### config.mk
export PLATFORM = sky130hd
export DESIGN_NAME = ps2_keyboard_flat
export DESIGN_NICKNAME = d
export VERILOG_FILES = /design/src/rtl/ps2_keyboard_pkg.sv /design/src/rtl/ps2_keyboard_if.sv /design/src/rtl/ps2_fifo.sv /design/src/rtl/ps2_keyboard.sv /design/src/flat_wrapper.sv
export SDC_FILE = /design/constraint.sdc
export NUM_CORES = 1
export LEC_CHECK = 0
export BUFFER_PORTS_ARGS = -buffer_cell sky130_fd_sc_hd__buf_2
export CELL_PAD_IN_SITES_DETAIL_PLACEMENT = 0
export CELL_PAD_IN_SITES_GLOBAL_PLACEMENT = 1
export CORE_UTILIZATION = 35
export CTS_CLUSTER_SIZE = 28
export DETAILED_ROUTE_END_ITERATION = 8
export PLACE_DENSITY = 0.54
export RECOVER_POWER = 25
export SKIP_LAST_GASP = 1
export SYNTH_ARGS = -nofsm -noshare
export SYNTH_HDL_FRONTEND = slang
export SYNTH_SLANG_ARGS = --single-unit
export TNS_END_PERCENT = 30
### constraint.sdc
create_clock -name clock -period 3.5 [get_ports clock]
set_clock_uncertainty 0.15 [all_clocks]
set_input_delay 0.175 -clock clock [delete_from_list [all_inputs] [get_ports clock]]
set_output_delay 0.175 -clock clock [all_outputs]
set_load 0.02 [all_outputs]
### src/rtl/ps2_keyboard_pkg.sv
// Shared definitions for the PS/2 receive path: frame length, FSM states and status bit layout.
package ps2_keyboard_pkg;

    localparam int PS2_FRAME_BITS = 11;

    typedef enum logic [1:0] {
        IDLE  = 2'd0,
        RECV  = 2'd1,
        CHECK = 2'd2
    } ps2_state_e;

    localparam int STAT_READY = 0;
    localparam int STAT_OVF   = 1;
    localparam int STAT_PERR  = 2;

endpackage

### src/rtl/ps2_keyboard_if.sv
// CPU-side port-read bundle of the keyboard receiver: pop/clear strobes in, FIFO head and flags out.
interface ps2_keyboard_if;

    logic       rd;
    logic       clr;
    logic [7:0] q;
    logic       ready;
    logic       ovf;
    logic       perr;
    logic [7:0] status;

    modport master (
        output rd, clr,
        input  q, ready, ovf, perr, status
    );

    modport slave (
        input  rd, clr,
        output q, ready, ovf, perr, status
    );

endinterface

### src/rtl/ps2_fifo.sv
// Small circular byte FIFO shared by the keyboard and mouse receivers.
module ps2_fifo #(
    parameter int FIFO_AW = 3
) (
    input  logic             clock,
    input  logic             reset_n,
    input  logic             push,
    input  logic [7:0]       din,
    input  logic             pop,
    output logic [7:0]       dout,
    output logic [FIFO_AW:0] count,
    output logic             full,
    output logic             empty
);

    localparam int DEPTH = 1 << FIFO_AW;

    logic [7:0]         mem_q [DEPTH];
    logic [FIFO_AW-1:0] wrPtr_q, rdPtr_q;
    logic [FIFO_AW:0]   count_q, count_d;
    logic               doPush, doPop;

    assign empty = (count_q == '0);
    assign full  = (count_q == (FIFO_AW + 1)'(DEPTH));

    // A pop frees the slot in the same edge, so a full FIFO may still accept a push then.
    assign doPop  = pop & ~empty;
    assign doPush = push & (~full | doPop);

    always_comb begin
        count_d = count_q;
        case ({doPush, doPop})
            2'b10:   count_d = count_q + 1'b1;
            2'b01:   count_d = count_q - 1'b1;
            default: count_d = count_q;
        endcase
    end

    always_ff @(posedge clock) begin
        if (doPush) mem_q[wrPtr_q] <= din;
    end

    always_ff @(posedge clock or negedge reset_n) begin
        if (!reset_n) begin
            wrPtr_q <= '0;
            rdPtr_q <= '0;
            count_q <= '0;
        end else begin
            if (doPush) wrPtr_q <= wrPtr_q + 1'b1;
            if (doPop)  rdPtr_q <= rdPtr_q + 1'b1;
            count_q <= count_d;
        end
    end

    assign dout  = empty ? 8'h00 : mem_q[rdPtr_q];
    assign count = count_q;

endmodule

### src/rtl/ps2_keyboard.sv
// PS/2 keyboard receiver: synchronises the pins, deframes 11-bit frames and queues scan codes.
module ps2_keyboard
    import ps2_keyboard_pkg::*;
#(
    parameter int FIFO_AW = 3,
    parameter int TIMEOUT = 12500
) (
    input  logic          clock,
    input  logic          reset_n,
    input  logic          ps2_clk,
    input  logic          ps2_dat,
    ps2_keyboard_if.slave bus
);

    localparam int TMO_W = $clog2(TIMEOUT);

    logic [1:0]                clkSync_q, datSync_q;
    logic                      clkPrev_q;
    logic                      fall, bitIn;
    ps2_state_e                state_q, state_d;
    logic [3:0]                bitCnt_q, bitCnt_d, bitCntInc;
    logic [TMO_W-1:0]          tmo_q, tmo_d;
    logic [PS2_FRAME_BITS-1:0] shreg_q, shreg_d;
    logic                      frameOk, pushReq, frameErr;
    logic                      popReq, overflow;
    logic                      ovf_q, perr_q;
    logic [7:0]                fifoHead;
    logic [FIFO_AW:0]          fifoCount;
    logic                      fifoFull, fifoEmpty;

    // Idle-high presets keep a reset release from looking like a clock fall.
    always_ff @(posedge clock or negedge reset_n) begin
        if (!reset_n) begin
            clkSync_q <= 2'b11;
            datSync_q <= 2'b11;
            clkPrev_q <= 1'b1;
        end else begin
            clkSync_q <= {clkSync_q[0], ps2_clk};
            datSync_q <= {datSync_q[0], ps2_dat};
            clkPrev_q <= clkSync_q[1];
        end
    end

    assign fall      = clkPrev_q & ~clkSync_q[1];
    assign bitIn     = datSync_q[1];
    assign bitCntInc = bitCnt_q + 4'd1;

    // Bits arrive LSB-first: start ends in [0], data in [8:1], parity [9], stop [10].
    assign frameOk = ~shreg_q[0] & shreg_q[10] & (^shreg_q[9:1]);

    always_comb begin
        state_d  = state_q;
        bitCnt_d = bitCnt_q;
        tmo_d    = tmo_q;
        shreg_d  = shreg_q;
        pushReq  = 1'b0;
        frameErr = 1'b0;
        case (state_q)
            IDLE: begin
                if (fall) begin
                    shreg_d  = {bitIn, {(PS2_FRAME_BITS-1){1'b0}}};
                    bitCnt_d = 4'd1;
                    tmo_d    = '0;
                    state_d  = RECV;
                end
            end
            RECV: begin
                if (fall) begin
                    shreg_d  = {bitIn, shreg_q[PS2_FRAME_BITS-1:1]};
                    bitCnt_d = bitCntInc;
                    tmo_d    = '0;
                    if (bitCntInc == 4'(PS2_FRAME_BITS)) state_d = CHECK;
                end else if (tmo_q == TMO_W'(TIMEOUT - 1)) begin
                    state_d = IDLE;
                end else begin
                    tmo_d = tmo_q + 1'b1;
                end
            end
            CHECK: begin
                pushReq  = frameOk;
                frameErr = ~frameOk;
                state_d  = IDLE;
                // A fall here already belongs to the next frame's start bit.
                if (fall) begin
                    shreg_d  = {bitIn, {(PS2_FRAME_BITS-1){1'b0}}};
                    bitCnt_d = 4'd1;
                    tmo_d    = '0;
                    state_d  = RECV;
                end
            end
            default: state_d = IDLE;
        endcase
    end

    always_ff @(posedge clock or negedge reset_n) begin
        if (!reset_n) begin
            state_q  <= IDLE;
            bitCnt_q <= '0;
            tmo_q    <= '0;
            shreg_q  <= '0;
        end else begin
            state_q  <= state_d;
            bitCnt_q <= bitCnt_d;
            tmo_q    <= tmo_d;
            shreg_q  <= shreg_d;
        end
    end

    assign popReq   = bus.rd & ~fifoEmpty;
    assign overflow = pushReq & fifoFull & ~popReq;

    // Sticky flags: a new event in the same cycle as clr keeps the flag set.
    always_ff @(posedge clock or negedge reset_n) begin
        if (!reset_n) begin
            ovf_q  <= 1'b0;
            perr_q <= 1'b0;
        end else begin
            if (overflow)     ovf_q <= 1'b1;
            else if (bus.clr) ovf_q <= 1'b0;
            if (frameErr)     perr_q <= 1'b1;
            else if (bus.clr) perr_q <= 1'b0;
        end
    end

    ps2_fifo #(.FIFO_AW(FIFO_AW)) uFifo (
        .clock   (clock),
        .reset_n (reset_n),
        .push    (pushReq),
        .din     (shreg_q[8:1]),
        .pop     (popReq),
        .dout    (fifoHead),
        .count   (fifoCount),
        .full    (fifoFull),
        .empty   (fifoEmpty)
    );

    assign bus.q     = fifoHead;
    assign bus.ready = (fifoCount != '0);
    assign bus.ovf   = ovf_q;
    assign bus.perr  = perr_q;

    always_comb begin
        bus.status             = 8'h00;
        bus.status[STAT_READY] = (fifoCount != '0);
        bus.status[STAT_OVF]   = ovf_q;
        bus.status[STAT_PERR]  = perr_q;
    end

endmodule

### src/flat_wrapper.sv
// flat-port wrapper written by rule: the top's interface ports become plain ports
module ps2_keyboard_flat import ps2_keyboard_pkg::*;
#(
    parameter int FIFO_AW = 3,
    parameter int TIMEOUT = 12500
)
  (clock, reset_n, ps2_clk, ps2_dat, bus_rd, bus_clr, bus_q, bus_ready, bus_ovf, bus_perr, bus_status);
  ps2_keyboard_if bus_i ();
  input  logic clock;
  input  logic reset_n;
  input  logic ps2_clk;
  input  logic ps2_dat;
  input wire logic [$bits(bus_i.rd)-1:0] bus_rd;
  input wire logic [$bits(bus_i.clr)-1:0] bus_clr;
  output wire logic [$bits(bus_i.q)-1:0] bus_q;
  output wire logic [$bits(bus_i.ready)-1:0] bus_ready;
  output wire logic [$bits(bus_i.ovf)-1:0] bus_ovf;
  output wire logic [$bits(bus_i.perr)-1:0] bus_perr;
  output wire logic [$bits(bus_i.status)-1:0] bus_status;
  assign bus_i.rd = bus_rd;
  assign bus_i.clr = bus_clr;
  assign bus_q = bus_i.q;
  assign bus_ready = bus_i.ready;
  assign bus_ovf = bus_i.ovf;
  assign bus_perr = bus_i.perr;
  assign bus_status = bus_i.status;
  ps2_keyboard #(.FIFO_AW(FIFO_AW), .TIMEOUT(TIMEOUT)) u_core (.clock(clock), .reset_n(reset_n), .ps2_clk(ps2_clk), .ps2_dat(ps2_dat), .bus(bus_i));
endmodule
# After elaboration in Yosys (flattened, before gate mapping)
# Memory sizes are Yosys's and may differ from the RTL's.
# Cells that the tools add are included.
[totals]
elab_cells = 84
ramBits = 64
regBits = 48
output_inout_bits = 19
romBits = 0
latchBits = 0
in_bits = 6
memories = 1
[mem_list]
columns = ["memory", "depth", "word_bits", "rd", "rd_clocked_by_memory_dff", "write_ports", "line", "text"]
rows = [
  ["u_core.uFifo.mem_q", 8, 8, 1, 0, 1, "ps2_fifo.sv:18", "logic [7:0] mem_q [DEPTH];"],
]
[classes]
n_reduce_logical = 12
n_mul = 0
n_lt_le_gt_ge = 0
n_eq_ne = 13
bitwise = 15
shifts = 0
addsub = 6
mux = 25
div = 0
[op_table]
columns = ["op", "count"]
rows = [
  ["$mux W14", 3],
  ["$pmux W14 S2", 1],
  ["$mux W11", 2],
  ["$pmux W11 S2", 1],
  ["$pmux W4 S2", 2],
  ["$add A14 B1 Y14 const B", 1],
  ["$eq A14 B14 Y1 const B", 1],
  ["$reduce_and A3 Y1", 3],
  ["$reduce_xor A9 Y1", 1],
  ["$add A4 B1 Y4 const B", 2],
  ["$and A1 B1 Y1", 8],
  ["$eq A4 B4 Y1 const B", 2],
  ["$mux W1", 8],
  ["$mux W2", 4],
  ["$mux W4", 2],
  ["$mux W8", 1],
  ["$reduce_bool A2 Y1", 4],
  ["$add A3 B1 Y3 const B", 2],
  ["$ne A2 B1 Y1 const B", 3],
  ["$not A1 Y1", 6],
  ["$pmux W2 S3", 1],
  ["$eq A2 B1 Y1 const B", 2],
  ["$eq A2 B2 Y1 const B", 2],
  ["$logic_not A4 Y1", 1],
  ["other kinds (8)", 8],
]

# Longest topological paths before layout
# Gate-level depths: netlist (run 1).
[logic_depth]
ltp_word = 8
mapped_depth = 10
mapped_depth_nobuf = 9

# Modules after synthesis
# Synthesis (run 1) repeated with hierarchy kept, for this count alone.
[unflattened]
hier_cells = 350
hier_area_um2 = 5016.1
[modules_own_cells]
columns = ["mod", "cells_each", "area_each_um2", "instances", "seq_area_each_um2"]
rows = [
  ["ps2_fifo", 166, 3079.2, 1, 2172.1],
  ["ps2_keyboard", 184, 1936.9, 1, 957.2],
]

# Least setup slack after synthesis (run 1)
# No wires, ideal clock.
[synth_path]
kind = "flip-flop to flip-flop"
from = "register u_core.shreg_q[2]"
to = "memory u_core.uFifo.mem_q[1][0] (enable)"
stages_incl_launch_ff = 5
slack_ns = 0.579
arrival_ns = 2.373
setup_time_ns = 0.398
period_less_slack_ns = 2.921
n_path_buf = 0
t_required_ns = 2.952
path_cell_list = "dfrtp_1 xnor3_1 a211oi_1 mux2i_4 nor4b_1"
[synth_between]
elab_chain_len = 6
[synth_lines]
columns = ["element", "line", "text"]
rows = [
  ["from (decl)", "ps2_keyboard.sv:23", "logic [PS2_FRAME_BITS-1:0] shreg_q, shreg_d;"],
  ["from (signal assigned)", "ps2_keyboard.sv:105", "shreg_q <= shreg_d;"],
  ["$reduce_xor A9 Y1", "ps2_keyboard.sv:49", "assign frameOk = ~shreg_q[0] & shreg_q[10] & (^shreg_q[9:1]);"],
  ["$and A1 B1 Y1", "ps2_keyboard.sv:49", ""],
  ["$mux W1", "ps2_keyboard.sv:58", "case (state_q)"],
  ["$and A1 B1 Y1", "ps2_fifo.sv:28", "assign doPush = push & (~full | doPop);"],
  ["$mux W1", "ps2_fifo.sv:40", "if (doPush) mem_q[wrPtr_q] <= din;"],
  ["$mux W1 (not written as such)", "ps2_fifo.sv:40", ""],
  ["to (decl)", "ps2_fifo.sv:18", ""],
]
# Every way passes these cells.

# Worst setup path after layout (run 1)
[layout_path]
from = "register u_core.shreg_q[6]"
to = "register u_core.uFifo.count_q[2], in the netlist u_core.uFifo.count[2]"
[layout_between]
elab_chain_len = 6
elab_cells_between_ends = 8
cone_classes = "eq/ne: 2; mux: 2; bitwise: 2; reduce/logical: 2"
[layout_lines]
columns = ["element", "line", "text"]
rows = [
  ["$reduce_xor A9 Y1 (*)", "ps2_keyboard.sv:49", ""],
  ["$and A1 B1 Y1 (*)", "ps2_keyboard.sv:49", ""],
  ["$mux W1 (*)", "ps2_keyboard.sv:58", ""],
  ["$and A1 B1 Y1 (*)", "ps2_fifo.sv:28", ""],
  ["$eq A2 B1 Y1 / $eq A2 B2 Y1 (equally long branches)", "ps2_fifo.sv:32", "case ({doPush, doPop})"],
  ["$pmux W4 S2 / $reduce_bool A2 Y1 (equally long branches)", "n/a", ""],
  ["to (signal assigned)", "ps2_fifo.sv:51", "count_q <= count_d;"],
  ["to (decl)", "ps2_fifo.sv:20", "logic [FIFO_AW:0] count_q, count_d;"],
]
# Mark *: on every way between the ends. The rest lies on a longest branch, timed or not.
# A chain may end at the register's enable or synchronous reset.

==> results of run 1 <==
[synth_stat cells, types with 2 or more instances]
cell type | number | area (um^2)
nor3_1 | 4 | 20.0
edfxtp_1 | 64 | 1920
xnor3_1 | 2 | 45.0
nand2_1 | 28 | 105
o211ai_1 | 5 | 37.5
nand3_1 | 7 | 35.0
and3_1 | 4 | 25.0
mux2i_1 | 13 | 130
nor4b_1 | 2 | 17.5
nor4_1 | 2 | 12.5
clkbuf_1 | 7 | 26.3
inv_1 | 8 | 30.0
o22ai_1 | 2 | 12.5
xor2_1 | 8 | 70.1
buf_1 | 2 | 7.51
o21ai_0 | 10 | 50.1
dfstp_2 | 5 | 131
a211oi_1 | 3 | 22.5
nor3b_1 | 4 | 30.0
xnor2_1 | 8 | 70.1
or3_1 | 4 | 25.0
nor2b_1 | 4 | 25.0
a21oi_1 | 8 | 40.0
dfrtp_1 | 43 | 1080
mux4_2 | 16 | 360
nand2b_1 | 3 | 18.8
or4_1 | 2 | 15.0
buf_2 | 3 | 15.0
a22o_1 | 10 | 87.6
a31oi_1 | 3 | 18.8
nor2_1 | 22 | 82.6
ha_1 | 6 | 75.1
buf_4 | 8 | 60.1
mux2_2 | 4 | 45.0
or4b_1 | 2 | 20.0
nand3b_1 | 3 | 22.5
[how the worst max path moves through the flow]
stage / slack (ns) / start / depth (start not counted) / endpoint
finish: 0.62 / u_core.shreg_q[6] / 9 / u_core.uFifo.count[2]
global route: 0.37 / u_core.shreg_q[6] / 9 / u_core.uFifo.count[2]
CTS: 0.58 / u_core.shreg_q[6] / 9 / u_core.uFifo.count[2]
detailed placement: 0.63 / u_core.shreg_q[6] / 9 / u_core.uFifo.count[2]
global placement: 0.66 / u_core.shreg_q[6] / 9 / u_core.uFifo.count[2]
floorplan: 0.58 / u_core.shreg_q[2] / 4 / u_core.uFifo.mem_q[1][0]
[layer usage]
metal	up-vias	GRT usage (%)	wire, um
met5	-	0	0
li1	1356	-	-
met1	1436	19.1	4620
met2	36	24.0	4720
met4	0	6.02	148
met3	11	2.82	232
[cell type report]
| cell class | count | area share, % |
|---|---|---|
| clock buffer | 10 | 4.08 |
| clock inverter | 6 | 0.780 |
| inverter | 8 | 0.535 |
| multi-input combinational | 210 | 30.6 |
| sequential | 112 | 55.7 |
| tap | 180 | 4.01 |
| timing repair buffer | 37 | 4.28 |
[logic make-up after synthesis]
family | Yosys count | synth area share (%)
compound gates | 48 | 6.65
xor+xnor | 19 | 4.21
fa+ha+maj | 6 | 1.51
buf+inv | 29 | 3.02
flops | 112 | 63.0
mux | 34 | 11.2
other cells | 1 | 0.0755
simple gates | 98 | 10.3
[power breakdown]
group          total [W]  internal, W  switching, W
sequential       0.00166      0.00148      0.000176
clock           0.000957     0.000488      0.000469
combinational   0.000863     0.000423      0.000440
[worst max-delay path: cells and delay by family (launching register included)]
family	cells	cell delay [ns]
flip-flops	1	0.51
multiplexers	2	0.44
adder cells (fa/ha/maj)	1	0.19
AND/OR/NAND/NOR	2	0.43
XOR/XNOR	4	1.07
[per-stage QoR]
step	area, um^2	hold slack, ns
after CTS	5610	0.111
after detailed placement	5300	0.119
final	5610	0.120
after floorplan	4980	-0.271
after global placement	5300	0.115
after global routing	5610	0.149
[placed cells by master, fill, tap and decap left out, types with 5 or more instances in the layout]
master     Yosys  routed
a22o_1        10      10
mux2i_1       13      13
edfxtp_1      64      64
a21oi_1        8       8
o211ai_1       5       5
nand2_1       28      28
nand3_1        7       7
clkbuf_16      0       9
nor2_1        22      22
ha_1           6       6
xor2_1         8       8
inv_1          8       8
dfrtp_1       43      43
conb_1         1       5
o21ai_0       10      10
buf_2          3      19
mux4_2        16      16
buf_4          8      14
xnor2_1        8       8
[flip-flops by register name (all words and copies together) (netlist names)]
| name | cells |
|---|---|
| u_core.datSync_q | 2 |
| u_core.shreg_q | 11 |
| u_core.uFifo.mem_q | 64 |
| u_core.bitCnt_q | 4 |
| u_core.clkPrev_q | 1 |
| u_core.uFifo.rdPtr_q | 3 |
| u_core.bus.ovf | 1 |
| u_core.bus.perr | 1 |
| u_core.state_q | 2 |
| u_core.uFifo.wrPtr_q | 3 |
| u_core.tmo_q | 14 |
| u_core.uFifo.count | 4 |
| u_core.clkSync_q | 2 |
[timing repair]
action / 4_1_cts / 5_1_grt
endpoints found under the hold margin: 29 / 0
setup buffers: 0 / 0
hold buffers: 4 / 0
resized for setup: 0 / 0
==> results.yml, run 1 <==
hold_path:
  hold_depth: 3
  hold_class: "input port to flip-flop"
  hp-start: "bus_rd"
  whs_endpoint: "u_core.uFifo.rdPtr_q[0]"
worst_setup_path:
  worst_ep_required_time_ns: 3.63
  r2r_cells: 9
  r2r_end: "u_core.uFifo.count[2]"
  cp-end-kind: "flip-flop"
  cp_slowest_cell: "xnor3_1"
  r2r-start: "u_core.shreg_q[6]"
  r2r_setup_slack_ns: 0.62
  start_kind: "flip-flop"
  slowest_delay_ns: 0.58
  path_cells: "xor2_1 > xnor3_1 > mux2i_1 > nand2_1 > xnor2_1 > ha_1 > or3_1 > mux2i_1 > xor2_1"
  path_max_fanout: 11
  arrival_ns: 3.00
  criticalPathCategory: "flip-flop to flip-flop"
die:
  die_h_um: 121
  die-width_um: 121
  die-area_um2: 14700
  io_pins: 25
  num_rows: 43
  core_area_um2: 13900
  start_util_pct: 35.8
synth:
  syn_area_um2: 4970
  yosysWarnings: 0
  synth_area_per_cell_um2: 14.3
  yosysUniqueCellTypes: 54
  synth_edf_count: 64
  ys_dominant_reg_cell: "edfxtp_1"
  synth_cells: 347
  ys_async_sr_fraction_pct: 42.9
  seq_area_frac_synth_pct: 63.0
  ys_ff_latch: 112
cts:
  numCtsBuffers: 9
  cts_tree: "built"
  cts-root-buf: "clkbuf_16"
  htreeDepth: 3
  clk_latency_ns: 0.35
  cts_max_path_buffers: 2
  clk_pin_slew_worst_paths_ns: 0.07
  clkSinkCount: 112
timing:
  setup_violations: 0
  final.period_utilization_pct: 82.2
  finalHoldViolations: 0
  period_needed_ns: 2.88
  tightest_slew_ns: 0.850
  setup_tns_ns: 0
  relSlewSlack_pct: 43.2
  drv_slew: 0
  fin_ws_ns: 0.622
  rsz0062_at_grt: "false"
  max_freq_mhz: 348
finish:
  seq_area_um2: 3130
  fin_nets: 390
  drive_gt1_share_pct: 20.6
  multi_input_area_um2: 1720
  num_antenna_cells: 0
  fill_cells: 1349
  syn2layout_area_growth_pct: 13.0
  final_cells: 563
  final_util_pct: 40.4
place:
  dp_worst_setup_slack_ns: 0.626
  dp_hpwl_mm: 6.27
  place_inst: 543
  place.gp.congestion: 0.700
  io_buffer_count: 19
pwr:
  powerDensity_nw_per_um2: 619
  leakage_nw: 2.12
  total_power_w: 0.00348
  peakVddDrop_v: 0.000200
grt:
  grt_max_degree: 29
  antenna_found_initial: 0
  grt_overflow: 0
  grt_first_pass_wirelength_mm: 15.6
  grt_pass1_vias: 2824
  grt_usage_pct: 14.7
run:
  cap_violations: 0
routing:
  drtIter0Drc: 246
  ant_nets: 0
  viasPerCell: 5.04
  wl_per_cell_um: 17.3
  drt_pass1_iterations: 4
  drc: 0
  wl_mm: 9.72
  num_vias: 2839
status:
  status: "complete, no violations"
Note: power is estimated with default switching activity, not from simulation.
==> run 2, diff against run 1 <==
--- a/config.mk
+++ b/config.mk
@@ -5,13 +5,14 @@
 export SDC_FILE = /design/constraint.sdc
 export NUM_CORES = 1
 export LEC_CHECK = 0
+export ABC_AREA = 1
 export BUFFER_PORTS_ARGS = -buffer_cell sky130_fd_sc_hd__buf_2
 export CELL_PAD_IN_SITES_DETAIL_PLACEMENT = 0
 export CELL_PAD_IN_SITES_GLOBAL_PLACEMENT = 1
 export CORE_UTILIZATION = 35
 export CTS_CLUSTER_SIZE = 28
 export DETAILED_ROUTE_END_ITERATION = 8
-export PLACE_DENSITY = 0.54
+export PLACE_DENSITY = 0.57
 export RECOVER_POWER = 25
 export SKIP_LAST_GASP = 1
 export SYNTH_ARGS = -nofsm -noshare
==> constraint.sdc (replaced) <==
create_clock -name clock -period 2.95 [get_ports clock]
set_clock_uncertainty 0.15 [all_clocks]
set_input_delay 0.1475 -clock clock [delete_from_list [all_inputs] [get_ports clock]]
set_output_delay 0.1475 -clock clock [all_outputs]
set_load 0.02 [all_outputs]
==> results.yml, run 2 <==
worst_setup_path:
  slowest_delay_ns: 0.52
  worst_ep_required_time_ns: 2.79
  cp-end-kind: "flip-flop"
  cpMostUsedCell: "nand2_1"
  arrival_ns: 2.57
  path_max_fanout: 11
  criticalPathCategory: "flip-flop to flip-flop"
  cp_slowest_cell: "dfrtp_1"
  start_kind: "flip-flop"
  critPathBufInv: 2
  r2r_setup_slack_ns: 0.22
  r2r_end: "u_core.uFifo.mem_q[4][1]"
  critPathTopFamily: "simple AND/OR/NAND/NOR gates"
  r2r_cells: 13
  r2r-start: "u_core.shreg_q[7]"
  path_cells: "inv_1 > nand2_1 > nand2_1 > nand2_2 > nand3_1 > nand2_1 > nand2_1 > nand2_2 > nand3_4 > nor2_4 > inv_2 > or2_4 > nor2_2"
finish:
  final_util_pct: 40.5
  top_register: "u_core.uFifo.mem_q"
  final_cell_mix: "nand2_1, nor2_1, edfxtp_1"
  final_common_cell: "nand2_1"
  reg_top3: "u_core.uFifo.mem_q: 64 flops, u_core.tmo_q: 14 flops, u_core.shreg_q: 11 flops"
  largest_register_ffs: 64
  num_antenna_cells: 0
  syn2layout_area_growth_pct: 12.8
  drive_gt1_share_pct: 12.9
  fin_nets: 533
  fill_cells: 1343
synth:
  yosys.area.top_type_share_pct: 38.8
  synth_area_per_cell_um2: 10.1
  synth_cells: 492
  seq_area_frac_synth_pct: 63.1
  synth.most_common_cell: "nand2_1"
  ys_async_sr_fraction_pct: 42.9
  synth.largest_area_cell: "edfxtp_1"
  ys_ff_latch: 112
  ys_dominant_reg_cell: "edfxtp_1"
  yosysUniqueCellTypes: 29
  yosys-top-cells-area: "edfxtp_1, dfrtp_1, o21ai_0"
  yosysWarnings: 0
  synth_edf_count: 64
  synthTopCellsByCount: "nand2_1, nor2_1, edfxtp_1"
  syn_area_um2: 4960
grt:
  grt_first_pass_wirelength_mm: 17.2
  grt_pass1_vias: 3253
  antenna_found_initial: 0
  grt_max_degree: 35
  grt_usage_pct: 15.9
  grt_overflow: 0
pwr:
  leakage_nw: 2.28
  p_switching_w: 0.00169
  total_power_w: 0.00453
  netSwitchingFraction_pct: 37.3
  power_frac_clock_pct: 24.9
  p_int_w: 0.00284
  powerDensity_nw_per_um2: 809
  sequentialPowerShare_pct: 41.6
  p_comb_share_pct: 33.5
  peakVddDrop_v: 0.000329
timing:
  rsz0062_at_grt: "true"
  fin_ws_ns: 0.223
  max_freq_mhz: 367
  finalHoldViolations: 0
  setup_violations: 0
  drv_slew: 0
  period_needed_ns: 2.73
  final.period_utilization_pct: 92.4
  relSlewSlack_pct: 53.9
  tightest_slew_ns: 0.691
die:
  die-area_um2: 14600
  start_util_pct: 35.9
  die-width_um: 121
  core_area_um2: 13800
  io_pins: 25
  num_rows: 43
  die_h_um: 121
cts:
  clk_latency_ns: 0.35
  cts-root-buf: "clkbuf_16"
  clk_pin_slew_worst_paths_ns: 0.07
  numCtsBuffers: 9
  clkSinkCount: 112
  cts_max_path_buffers: 2
  htreeDepth: 3
  cts_tree: "built"
routing:
  wl_mm: 10.6
  drt_pass1_iterations: 4
  num_vias: 3358
  ant_nets: 0
  drc: 0
  drtIter0Drc: 245
  viasPerCell: 4.76
  wl_per_cell_um: 15.0
place:
  dp_hpwl_mm: 7.14
  io_buffer_count: 19
  place.gp.congestion: 0.769
  dp_worst_setup_slack_ns: 0.182
hold_path:
  hp-start: "u_core.datSync_q[0]"
  hold_depth: 0
  hold_class: "flip-flop to flip-flop"
  whs_endpoint: "u_core.datSync_q[1]"
status:
  status: "complete, no violations"
run:
  cap_violations: 0
-- run 2: cell types whose count changed after synthesis, moves of 7 or more --
cell	delta
a22o_1	-10
clkbuf_1	+7
inv_1	+45
mux2i_1	-13
mux4_2	-16
nand2_1	+45
nand3_1	+10
nor2_1	+46
o21ai_0	+50
o22ai_1	+18
-- run 2: cell type report --
cell class / instances / area [um^2] / share of cell area (%)
Clock buffer: 12 / 236 / 4.23
Clock inverter: 4 / 32.5 / 0.581
Inverter: 56 / 210 / 3.76
Multi-Input combinational cell: 306 / 1530 / 27.3
Sequential cell: 112 / 3130 / 55.9
Tap cell: 180 / 225 / 4.03
Timing Repair Buffer: 36 / 235 / 4.20
-- run 2: worst max path at each step --
| stage | start | end | slack [ns] | depth (start not counted) |
|---|---|---|---|---|
| floorplan | u_core.shreg_q[7] | u_core.uFifo.mem_q[0][0] | 0.66 | 14 |
| global placement | u_core.shreg_q[7] | u_core.uFifo.mem_q[0][5] | 0.25 | 13 |
| detailed placement | u_core.shreg_q[8] | u_core.uFifo.mem_q[0][4] | 0.18 | 13 |
| CTS | u_core.shreg_q[7] | u_core.uFifo.mem_q[0][2] | 0.17 | 13 |
| global route | u_core.shreg_q[7] | u_core.uFifo.mem_q[4][1] | -0.06 | 13 |
| finish | u_core.shreg_q[7] | u_core.uFifo.mem_q[4][1] | 0.22 | 13 |
-- run 2: routing by layer --
metal	routed length [um]	GRT usage, %	part of all wire (%)	up-vias
li1	-	-	-	1700
met1	4900	19.8	46	1613
met2	5350	27.5	50	32
met3	181	2.54	1.7	13
met4	178	6.48	1.7	0
met5	0	0	0	-
-- run 2: through the flow --
step           hold slack (ns)  std cells  cell area (um^2)  setup TNS [ns]
2_1_floorplan           -0.298        496              4970               0
3_3_place_gp            0.0935        685              5270               0
3_5_place_dp             0.105        685              5270               0
4_1_cts                  0.208        706              5590               0
5_1_grt                  0.215        706              5600          -0.443
6_report                 0.207        706              5600               0
-- run 2: logic make-up (layout without fill, tap and decap cells) --
family	count (synthesis)	after routing	synth area share [%]
AND/OR/NAND/NOR	183	183	15.7
flip-flops	112	112	63.1
AO/OA/AOI/OAI	101	101	11.1
buffers and inverters	78	108	6.51
XOR/XNOR	11	11	1.94
adder cells (fa/ha/maj)	6	6	1.51
other	1	5	0.0756
-- run 2: timing repair --
action,4_1_cts,5_1_grt
buffers inserted,0,0
resized for setup,0,1
setup endpoints to repair,0,16
hold endpoints to repair,32,0
hold buffers,5,0
-- run 2: power groups by stage --
stage / Combinational, W / Sequential (W) / Clock (W)
after CTS: 0.00155 / 0.00188 / 0.00116
after floorplan: 0.00110 / 0.00190 / 0
final: 0.00152 / 0.00188 / 0.00113
after global placement: 0.00153 / 0.00191 / 0
after global routing: 0.00174 / 0.00190 / 0.00122
after detailed placement: 0.00154 / 0.00191 / 0
